[src/rtl/register_writeback.sv]
// register_writeback: write-side producer for the register file.
//   Accepts ALU and load results over valid/ready handshakes. The memory unit
//   has fixed priority over the ALU. Results are buffered in a small FIFO and
//   presented to the register file write port one per cycle. A busy scoreboard
//   tracks pending destination writes for hazard detection in decode.
// Ports:
//   clk, reset        : clock, async active-low reset
//   issue_*           : decode issue (sets scoreboard bit)
//   busy, issue_err   : scoreboard, sticky double-issue flag
//   alu_*, mem_*      : result producers (valid/ready/dest/data)
//   hold              : write port owned elsewhere, suppresses writes
//   write_enable, dest_reg, write_data : register file write port
//   q_count           : entries queued, excluding the write-port stage
module register_writeback #(
  parameter int DATA_W = 8,
  parameter int ADDR_W = 2,
  parameter int DEPTH  = 2,
  localparam int NUM_REGS = 2**ADDR_W,
  localparam int CW = $clog2(DEPTH) + 1
) (
  input  logic                clk,
  input  logic                reset,
  input  logic                issue_valid,
  input  logic [ADDR_W-1:0]   issue_dest,
  output logic [NUM_REGS-1:0] busy,
  output logic                issue_err,
  input  logic                alu_valid,
  output logic                alu_ready,
  input  logic [ADDR_W-1:0]   alu_dest,
  input  logic [DATA_W-1:0]   alu_data,
  input  logic                mem_valid,
  output logic                mem_ready,
  input  logic [ADDR_W-1:0]   mem_dest,
  input  logic [DATA_W-1:0]   mem_data,
  input  logic                hold,
  output logic                write_enable,
  output logic [ADDR_W-1:0]   dest_reg,
  output logic [DATA_W-1:0]   write_data,
  output logic [CW-1:0]       q_count
);
  localparam int PW = $clog2(DEPTH);

  typedef struct packed {
    logic [ADDR_W-1:0] dest;
    logic [DATA_W-1:0] data;
  } wb_t;

  wb_t           fifo_q [DEPTH];
  logic [PW-1:0] wr_ptr, rd_ptr;
  wb_t           acc_item, head;
  logic          acc_mem, acc_alu, acc, fifo_empty;
  logic          push, pop, bypass;
  logic [NUM_REGS-1:0] busy_nxt;

  // Ready depends only on registered state (plus reset), never on hold.
  assign mem_ready = reset && (q_count < CW'(DEPTH));
  assign alu_ready = mem_ready && !mem_valid;

  always_comb begin
    acc_mem    = mem_valid && mem_ready;
    acc_alu    = alu_valid && alu_ready;
    acc        = acc_mem || acc_alu;
    acc_item.dest = acc_mem ? mem_dest : alu_dest;
    acc_item.data = acc_mem ? mem_data : alu_data;
    head       = fifo_q[rd_ptr];
    fifo_empty = (q_count == '0);
    pop        = !hold && !fifo_empty;
    // An accepted item skips the queue only when nothing is ahead of it
    // and the write port is free this cycle.
    bypass     = acc && !hold && fifo_empty;
    push       = acc && !bypass;
  end

  // Clear for the write being presented, then set; set wins on a collision.
  always_comb begin
    busy_nxt = busy;
    if (write_enable) busy_nxt[dest_reg] = 1'b0;
    if (issue_valid)  busy_nxt[issue_dest] = 1'b1;
  end

  // Queue storage carries no reset; pointers and count define validity.
  always_ff @(posedge clk) begin
    if (push) fifo_q[wr_ptr] <= acc_item;
  end

  always_ff @(posedge clk or negedge reset) begin
    if (!reset) begin
      write_enable <= 1'b0;
      dest_reg     <= '0;
      write_data   <= '0;
      busy         <= '0;
      issue_err    <= 1'b0;
      q_count      <= '0;
      wr_ptr       <= '0;
      rd_ptr       <= '0;
    end else begin
      if (push) wr_ptr <= wr_ptr + PW'(1);
      if (pop)  rd_ptr <= rd_ptr + PW'(1);
      case ({push, pop})
        2'b10:   q_count <= q_count + CW'(1);
        2'b01:   q_count <= q_count - CW'(1);
        default: q_count <= q_count;
      endcase
      if (pop) begin
        write_enable <= 1'b1;
        dest_reg     <= head.dest;
        write_data   <= head.data;
      end else if (bypass) begin
        write_enable <= 1'b1;
        dest_reg     <= acc_item.dest;
        write_data   <= acc_item.data;
      end else begin
        // dest_reg/write_data keep their last values while idle or held
        write_enable <= 1'b0;
      end
      busy      <= busy_nxt;
      issue_err <= issue_err | (issue_valid && busy[issue_dest]);
    end
  end
endmodule

[config.mk]
export PLATFORM = sky130hd
export DESIGN_NAME = register_writeback
export DESIGN_NICKNAME = d
export VERILOG_FILES = /design/src/rtl/register_writeback.sv
export SDC_FILE = /design/constraint.sdc
export NUM_CORES = 1
export LEC_CHECK = 0
export BUFFER_PORTS_ARGS = -buffer_cell sky130_fd_sc_hd__buf_4
export CORE_MARGIN = 2
export CORE_UTILIZATION = 40
export DETAILED_ROUTE_END_ITERATION = 12
export PLACE_DENSITY = 0.74
export SKIP_CTS_REPAIR_TIMING = 1
export SYNTH_ARGS = -nofsm -noshare
export SYNTH_HDL_FRONTEND = slang
export SYNTH_SLANG_ARGS = --single-unit
export TNS_END_PERCENT = 20
[constraint.sdc]
create_clock -name clk -period 2 [get_ports clk]
set_input_delay 0.4 -clock clk [delete_from_list [all_inputs] [get_ports clk]]
set_output_delay 0.4 -clock clk [all_outputs]
set_load 0.01 [all_outputs]
Word level (Yosys, flattened, before mapping). Memory sizes are Yosys's and may differ from the RTL's. Cells that the tools add are included.

RAM bits: 20. Bits in read-only memories: 0. Memories: 1. Latch bits: 0. Register bits: 20. Input port bits: 28. Output and inout bits: 20.

Memories: fifo_q (words 2, width 10, rd ports 1, clocked after Yosys merged registers in 0, wr ports 1, line 48) `wb_t fifo_q [DEPTH];`.

Multiplexer cells: 19. Reduce and logical (&&, ||, !) cells: 19. Equal/unequal tests: 2. Divide/modulo/power cells: 0. Bitwise operators: 4. Magnitude comparators: 5. Add/sub/neg operators: 4. Shifts and indexed selects: 0. Multiply operators: 0.

Operators with widths (number): 8-bit two-way mux (3); 1-bit logical AND (11); 4-bit two-way mux (2); 1-bit two-way mux (7); 2-bit by 3-bit < comparator with 1-bit output, second input constant (2); 2-bit two-way mux (3); 4-bit AND (1); 1-bit demux with 2-bit select (2); 2-bit by 1-bit greater-or-equal comparator with 1-bit output, second input constant (2); 1-bit logical NOT (4); 4-bit inverter (1); 4-bit bitwise OR (1); 2-bit case mux with 2 select lines (1); 2-bit nonzero test (2); 1-bit adder, second input constant (2); 2-bit by 1-bit adder with 2-bit output, second input constant (1); 1-bit binary-select mux with 2-bit select (1); 2-bit by 1-bit == test with 1-bit output, second input constant (1); 2-bit == test, second input constant (1); 2-bit logical NOT (1); 2-bit < comparator, second input constant (1); 2-bit by 1-bit subtractor with 2-bit output, second input constant (1); 1-bit logical OR (1); 1-bit bitwise OR (1).

Logic depth before layout (Yosys ltp). Gate-level depths: netlist of run 1.

Depth after elaboration: 11. Depth in mapped cells: 7. Gate-level depth less buffers: 6.

Worst setup path after synthesis of run 1. No wires, ideal clock.

Path kind: register -> register. Start: register q_count[1]. End: memory fifo_q[1][0] in the netlist's numbering, enable pin. Arrival: 1.458 ns. Buffers on the path: 0. Setup slack: 0.166 ns. Stages on the path, launching flop included: 4. Cell sequence: dfrtp_1 nor2b_1 o221ai_2 nor2_1.

Word-level cells in the longest chain between the ends: 11. Elaborated cells on any way between the ends: 13.

RTL lines: from (decl) (line 39) `output logic [CW-1:0] q_count`; from (signal assigned) (line 100) `2'b10: q_count <= q_count + CW'(1);`; from (signal assigned) (line 101) `2'b01: q_count <= q_count - CW'(1);`; from (signal assigned) (line 102) `default: q_count <= q_count;`; 2-bit < comparator * (line 56) `assign mem_ready = reset && (q_count < CW'(DEPTH));`; 1-bit logical AND * (line 56); net mem_ready (line 32) `output logic mem_ready,`; 1-bit logical AND (line 57) `assign alu_ready = mem_ready && !mem_valid;`; 1-bit logical AND (line 61) `acc_alu = alu_valid && alu_ready;`; 1-bit logical OR * (line 62) `acc = acc_mem || acc_alu;`; 1-bit logical AND (2 in series) (line 70) `bypass = acc && !hold && fifo_empty;`; 1-bit logical NOT (line 71) `push = acc && !bypass;`; 1-bit logical AND * (line 71); 1-bit two-way mux * (line 83) `if (push) fifo_q[wr_ptr] <= acc_item;`; 1-bit two-way mux (not written as such) * (line 83); to (decl) (line 48).

Mark *: on every way through the listed nets, which the timed path passes. The rest lies on a longest branch.

Worst setup path in the final report of run 1.
Start: register q_count[1]. End: output port alu_ready.

Word-level cells in the longest chain between the ends: 3.

RTL lines: 2-bit < comparator (line 56); 1-bit logical AND (line 56); 1-bit logical AND (line 57); to (decl) (line 28) `output logic alu_ready,`.

Every way passes these cells.

==> metrics, run 1 <==
status=complete, no violations; number of different library cells in the post-synthesis netlist=27; share of cells above drive strength 1=36.36%; kind of capture point of the worst setup path=output pin; placed cell count=254; # rows=25; Ys Warns=0; largest net degree at the start of global routing=22; wire length of the first global-routing pass=6.775 mm; number of optimization iterations in the first detailed-route pass=4; number of buffers on the longest clock path=2; fmax=0.5704 GHz; Via Count=1353; clock sink count=40; Worst R2R Setup Slack=0.35 ns; Routed WL per cell=15.79 um; detailed-placement wirelength estimate=2.931 mm; post-synthesis instance area=1924 um^2; Post-Layout Cell Count=263; capture point of the worst reg-to-reg path=q_count[1]; cell count after synthesis=154; data required time at the worst endpoint=1.60 ns; sum of negative setup slack=0 ns; Reg-to-Reg Start=q_count[1]; fin crit share=87.65%; Overall Power=0.003117 W; Final setup viols=0; skew final=0.004648 ns; Max FO, Critical Path=7; Post-DRT Antenna Nets=0; WS Path Type=reg -> out; setup repair after global routing missed its margin=no; final layout net count=237; Avg Synthesized Cell Area=12.50 um^2; Final Hold Violating Endpoints=0; final period demand of the worst path=1.753 ns; Iter 0 DRT Violations=55; Ant. Diodes=0; Total Die Area=5382 um^2; drc violations=0; Layout area overhead=29.19%; slew at the pin with the worst max-slew slack=0.6216 ns; TritonCTS Buffers=5; worst-case vdd ir drop=0.5782 mV; CTS tree=done; total count of max-transition violations in the final report=0; registers with the most flip-flops=fifo_q (20), write_data (8), busy (4); placeable core region=4692 um^2; final core utilization=52.99%; root buffer cell=sky130_fd_sc_hd__clkbuf_8; worst min-delay path category=in -> async; Die X-Extent=73.36 um; Final GP Congestion=0.8182; global routing usage summed across all routing layers=17.16%; Clk Latency, worst-skew pair=0.29 ns; Buffers on Ports=47; antenna violations before repair=0; sequential fraction of the synthesis area=57.22%; per-cell via count in the routed design=5.144; die outline height=73.36 um; total I/O pin count=48; max FFs per register=20; arrival time at the worst endpoint=1.35 ns; Reg with most FFs=fifo_q; leakage power figure=1.073 nW; tightest slew margin relative to the limit=58.56%; final global-route overflow total=0; vias in the first global route=1399; Max-Cap Viols=0; commonest cells after routing, fill and taps aside=sky130_fd_sc_hd__buf_4, sky130_fd_sc_hd__dfrtp_1, sky130_fd_sc_hd__edfxtp_1; flops & latches, synth=40; Syn Nets=183; effective utilization at floorplan=41.01%; Layout fillers=429; H-tree depth=2; clock slew seen by the registers of the worst setup and hold paths=0.08 ns; total wire length=4.153 mm; path depth of the worst reg2reg path=5; Startpoint Class=flop; leading cell type in the layout, fill and taps excluded=sky130_fd_sc_hd__buf_4; total power divided by cell area=1254 nW/um^2
final cells by class:
class	count	area, um^2	share of cell area, %
multi-input cells	98	745.7	30.00
clock inverters	1	30.03	1.208
clock buffers	7	96.34	3.875
flip-flops and latches	40	1101	44.29
well taps	54	67.56	2.718
repair buffers	55	415.4	16.71
inverters	8	30.03	1.208
per-layer routing:
layer  vias to the layer above  wire length, um  global-route usage (%)
met5                         -                0                       0
met2                        38             2100                   29.83
met1                       649             1820                   21.01
met4                         0               49                   6.061
li1                        661                -                       -
met3                         5              182                   3.704
worst max-delay path, stage by stage, from the launching register on:
cell                      delay (ns)
sky130_fd_sc_hd__dfrtp_1        0.49
sky130_fd_sc_hd__nor2b_1        0.26
sky130_fd_sc_hd__nor2b_1        0.18
sky130_fd_sc_hd__buf_4          0.14
stage by stage:
stage	hold WS [ns]	setup slack (ns)	instance area [um^2]
floorplan	0.1044	0.1660	1924
global placement	0.2184	0.3662	2350
detailed placement	0.2213	0.2714	2350
CTS	-0.09641	0.2031	2476
global route	0.1019	0.1390	2486
finish	0.08428	0.2470	2486
kinds of logic (layout without fill, tap and decap cells):
kind of cell,Yosys count,count (layout),synth area share (%)
flip-flops,40,40,57.22
AO/OA/AOI/OAI,32,32,11.96
XOR/XNOR,5,5,2.276
adder cells (fa/ha/maj),1,1,0.6501
AND/OR/NAND/NOR,38,38,11.77
buffers and inverters,16,71,4.031
multiplexers,22,22,12.09
how the worst max path moves through the flow:
stage,start,to,slack (ns),depth (start not counted)
6_report,q_count[1],alu_ready,0.25,3
4_1_cts,q_count[1],alu_ready,0.20,3
3_3_place_gp,reset,q_count[1],0.37,6
2_1_floorplan,q_count[1],fifo_q[1][0],0.17,3
5_1_grt,q_count[1],alu_ready,0.14,3
3_5_place_dp,reset,q_count[1],0.27,6
Yosys cell counts (all sizes together):
master	count	area share [%]
dfrtp	20	26
edfxtp	20	31
o21ai	18	4.9
mux2i	12	6.2
nand2	12	2.3
mux2	10	5.9
nor2b	10	3.3
inv	8	1.6
nor3b	8	3.1
o211a	8	4.2
buf	7	2.3
nor2	4	0.78
o221ai	4	2.1
xnor2	3	1.4
nand2b	2	0.65
xor2	2	0.91
a21oi	1	0.26
clkbuf	1	0.19
ha	1	0.65
nand3b	1	0.39
nor4b	1	1.2
o21ba	1	0.52
report_power, final:
part	leakage, nW	switching [W]	total (W)	internal, W
logic	0.602	0.000468	0.00105	0.000583
clock network	0.0645	0.000270	0.000710	0.000440
registers	0.406	0.000232	0.00136	0.00112
total	1.07	0.000969	0.00312	0.00215
No activity file was read; power rests on OpenSTA's default activity.
==> run 2: changes to the inputs <==
Settings changed: ABC_AREA set to 1, PLACE_DENSITY 0.74 to 0.73.
==> metrics, run 2 <==
status=complete, no violations (unchanged); Ys Warns=0 (unchanged); global routing usage summed across all routing layers=18.06% (was 17.16%); cell count after synthesis=231 (was 154); max FFs per register=20 (unchanged); Iter 0 DRT Violations=51 (was 55); post-synthesis async set-or-reset flop share=50.00% (unchanged); CTS tree=done (unchanged); area of the multi-input gates=784.5 um^2 (was 745.7 um^2); registers with the most flip-flops=fifo_q (20), write_data (8), busy (4) (unchanged); fin crit share=91.31% (was 87.65%); most instantiated cells after synthesis=sky130_fd_sc_hd__nand2_1, sky130_fd_sc_hd__inv_1, sky130_fd_sc_hd__dfrtp_1, sky130_fd_sc_hd__edfxtp_1, sky130_fd_sc_hd__nand3_1 (was sky130_fd_sc_hd__dfrtp_1, sky130_fd_sc_hd__edfxtp_1, sky130_fd_sc_hd__o21ai_0); WS Path Type=reg -> reg (was reg -> out); Reg with most FFs=fifo_q (unchanged); effective utilization at floorplan=40.72% (was 41.01%); vias in the first global route=1583 (was 1399); placeable core region=5042 um^2 (was 4692 um^2); Layout area overhead=26.75% (was 29.19%); Startpoint Class=flop (unchanged); post-synthesis instance area=2053 um^2 (was 1924 um^2); Final GP Congestion=0.8970 (was 0.8182); fraction of synthesized cell area taken by the top area cell type=29.25% (was 31.21%); slew at the pin with the worst max-slew slack=0.4510 ns (was 0.6216 ns); root buffer cell=sky130_fd_sc_hd__clkbuf_8 (unchanged); Routed WL per cell=12.68 um (was 15.79 um); Post-DRT Antenna Nets=0 (unchanged); Clk Latency, worst-skew pair=0.30 ns (was 0.29 ns); clock sink count=40 (unchanged); Post-Layout Cell Count=355 (was 263); Syn Nets=260 (was 183); Top FF cell, synth=sky130_fd_sc_hd__edfxtp_1 (unchanged); total I/O pin count=48 (unchanged); worst-case vdd ir drop=0.7862 mV (was 0.5782 mV); cell accounting for the most synthesized area=sky130_fd_sc_hd__edfxtp_1 (unchanged); Avg Synthesized Cell Area=8.888 um^2 (was 12.50 um^2); Die X-Extent=75.65 um (was 73.36 um); Ant. Diodes=0 (unchanged); placed cell count=347 (was 254); final global-route overflow total=0 (unchanged); final layout net count=313 (was 237); Max FO, Critical Path=11 (was 7); Max-Cap Viols=0 (unchanged); clock slew seen by the registers of the worst setup and hold paths=0.08 ns (about the same); total wire length=4.500 mm (was 4.153 mm); data required time at the worst endpoint=2.18 ns (was 1.60 ns); total count of max-transition violations in the final report=0 (unchanged); fmax=0.5476 GHz (was 0.5704 GHz); worst min-delay path category=in -> async (unchanged); Final Hold Violating Endpoints=0 (unchanged); die outline height=75.65 um (was 73.36 um); leading cell type in the layout, fill and taps excluded=sky130_fd_sc_hd__nand2_1 (was sky130_fd_sc_hd__buf_4); share of cells above drive strength 1=30.53% (was 36.36%); Total Die Area=5722 um^2 (was 5382 um^2); total power divided by cell area=1254 nW/um^2 (about the same); flops & latches, synth=40 (unchanged); leakage power figure=1.268 nW (was 1.073 nW); number of buffers on the longest clock path=2 (unchanged); sum of negative setup slack=0 ns (unchanged); Layout fillers=498 (was 429); per-cell via count in the routed design=4.614 (was 5.144); Via Count=1638 (was 1353); detailed-placement wirelength estimate=3.306 mm (was 2.931 mm); number of optimization iterations in the first detailed-route pass=4 (unchanged); footprint of the flip-flops and latches=1101 um^2 (unchanged); antenna violations before repair=0 (unchanged); cell with the most instances after synthesis=sky130_fd_sc_hd__nand2_1; largest net degree at the start of global routing=21 (was 22); kind of capture point of the worst setup path=flop (was output pin); number of enable-type register cells in the synthesized netlist=20 (unchanged); H-tree depth=2 (unchanged); setup repair after global routing missed its margin=no (unchanged); commonest cells after routing, fill and taps aside=sky130_fd_sc_hd__nand2_1, sky130_fd_sc_hd__buf_4, sky130_fd_sc_hd__inv_1 (was sky130_fd_sc_hd__buf_4, sky130_fd_sc_hd__dfrtp_1, sky130_fd_sc_hd__edfxtp_1); arrival time at the worst endpoint=2.00 ns (was 1.35 ns); Overall Power=0.003264 W (was 0.003117 W); skew final=0.004336 ns (was 0.004648 ns); TritonCTS Buffers=5 (unchanged); Final setup viols=0 (unchanged); number of different library cells in the post-synthesis netlist=28 (was 27); # rows=26 (was 25); sequential fraction of the synthesis area=53.63% (was 57.22%); most area-consuming cells after synthesis=sky130_fd_sc_hd__edfxtp_1, sky130_fd_sc_hd__dfrtp_1, sky130_fd_sc_hd__nand2_1 (was sky130_fd_sc_hd__edfxtp_1, sky130_fd_sc_hd__dfrtp_1, sky130_fd_sc_hd__mux2i_1); final period demand of the worst path=1.826 ns (was 1.753 ns); wire length of the first global-routing pass=7.527 mm (was 6.775 mm); Buffers on Ports=47 (unchanged); drc violations=0 (unchanged); tightest slew margin relative to the limit=69.90% (was 58.56%)
[run 2: cell types whose count changed in the layout (fill, tap and decap cells not counted), moves of 10 or more]
cell | previous run | this run
sky130_fd_sc_hd__nand2_1 | 12 | 75
sky130_fd_sc_hd__mux2i_1 | 12 | 0
sky130_fd_sc_hd__nand3_1 | 0 | 15
sky130_fd_sc_hd__inv_1 | 8 | 23
sky130_fd_sc_hd__nor2b_1 | 10 | 0
sky130_fd_sc_hd__nand2_2 | 0 | 14
sky130_fd_sc_hd__mux2_2 | 10 | 0
[run 2: critical path, cell delays in order (launching register included)]
cell                      delay (ns)
sky130_fd_sc_hd__dfrtp_1        0.45
sky130_fd_sc_hd__inv_2          0.21
sky130_fd_sc_hd__nand2_2        0.12
sky130_fd_sc_hd__nor2_4         0.12
sky130_fd_sc_hd__nand2_1        0.10
sky130_fd_sc_hd__ha_1           0.33
sky130_fd_sc_hd__a21oi_1        0.12
sky130_fd_sc_hd__o21ai_0        0.12
sky130_fd_sc_hd__xor2_1         0.15
[run 2: layer usage]
metal / GRT usage (%) / wire [um]
met5: 0 / 0
met4: 5.263 / 48
met3: 4.894 / 355
met2: 29.95 / 2080
met1: 23.30 / 2015
[run 2: final timing paths]
kind / cells after the start / endpoint / slack, ns / start
worst max-delay path: 8 / q_count[1] / 0.17 / q_count[1]
worst min-delay path: 2 / q_count[1] / 0.05 / reset
worst max register to register: 8 / q_count[1] / 0.17 / q_count[1]
worst min register to register: 1 / issue_err / 0.47 / issue_err
max in group asynchronous: 2 / rd_ptr / 1.69 / reset
min in group clk: 2 / busy[1] / 0.34 / issue_dest[1]
[run 2: through the flow]
stage	cell area [um^2]	setup WS [ns]	utilization (%)	hold WS (ns)
5_1_grt	2603	0.05260	51.61	0.06270
4_1_cts	2603	0.1870	51.61	0.04620
6_report	2603	0.1739	51.61	0.05260
2_1_floorplan	2053	0.3009	-	0.1044
3_5_place_dp	2486	0.2063	49.31	0.3685
3_3_place_gp	2486	0.2805	49.31	0.3776
[run 2: cells by family after synthesis]
group	Yosys count	synth area share (%)
buffers and inverters	34	8.165
and+or+nand+nor	137	31.99
DFF	40	53.63
AOI/OAI and AO/OA	16	4.326
adders and majority gates	1	0.6093
xor gates and xnor gates	3	1.280
[run 2: where the power goes]
group / switching [W] / internal [W]
registers: 0.000182 / 0.00113
logic: 0.000719 / 0.000542
clock network: 0.000285 / 0.000402
[run 2: area by class of cell]
| cell class | instances | area share [%] |
|---|---|---|
| flip-flops and latches | 40 | 42.31 |
| clock buffers | 6 | 3.173 |
| well taps | 70 | 3.365 |
| clock inverters | 2 | 1.298 |
| multi-input cells | 157 | 30.14 |
| inverters | 27 | 4.423 |
| repair buffers | 53 | 15.29 |
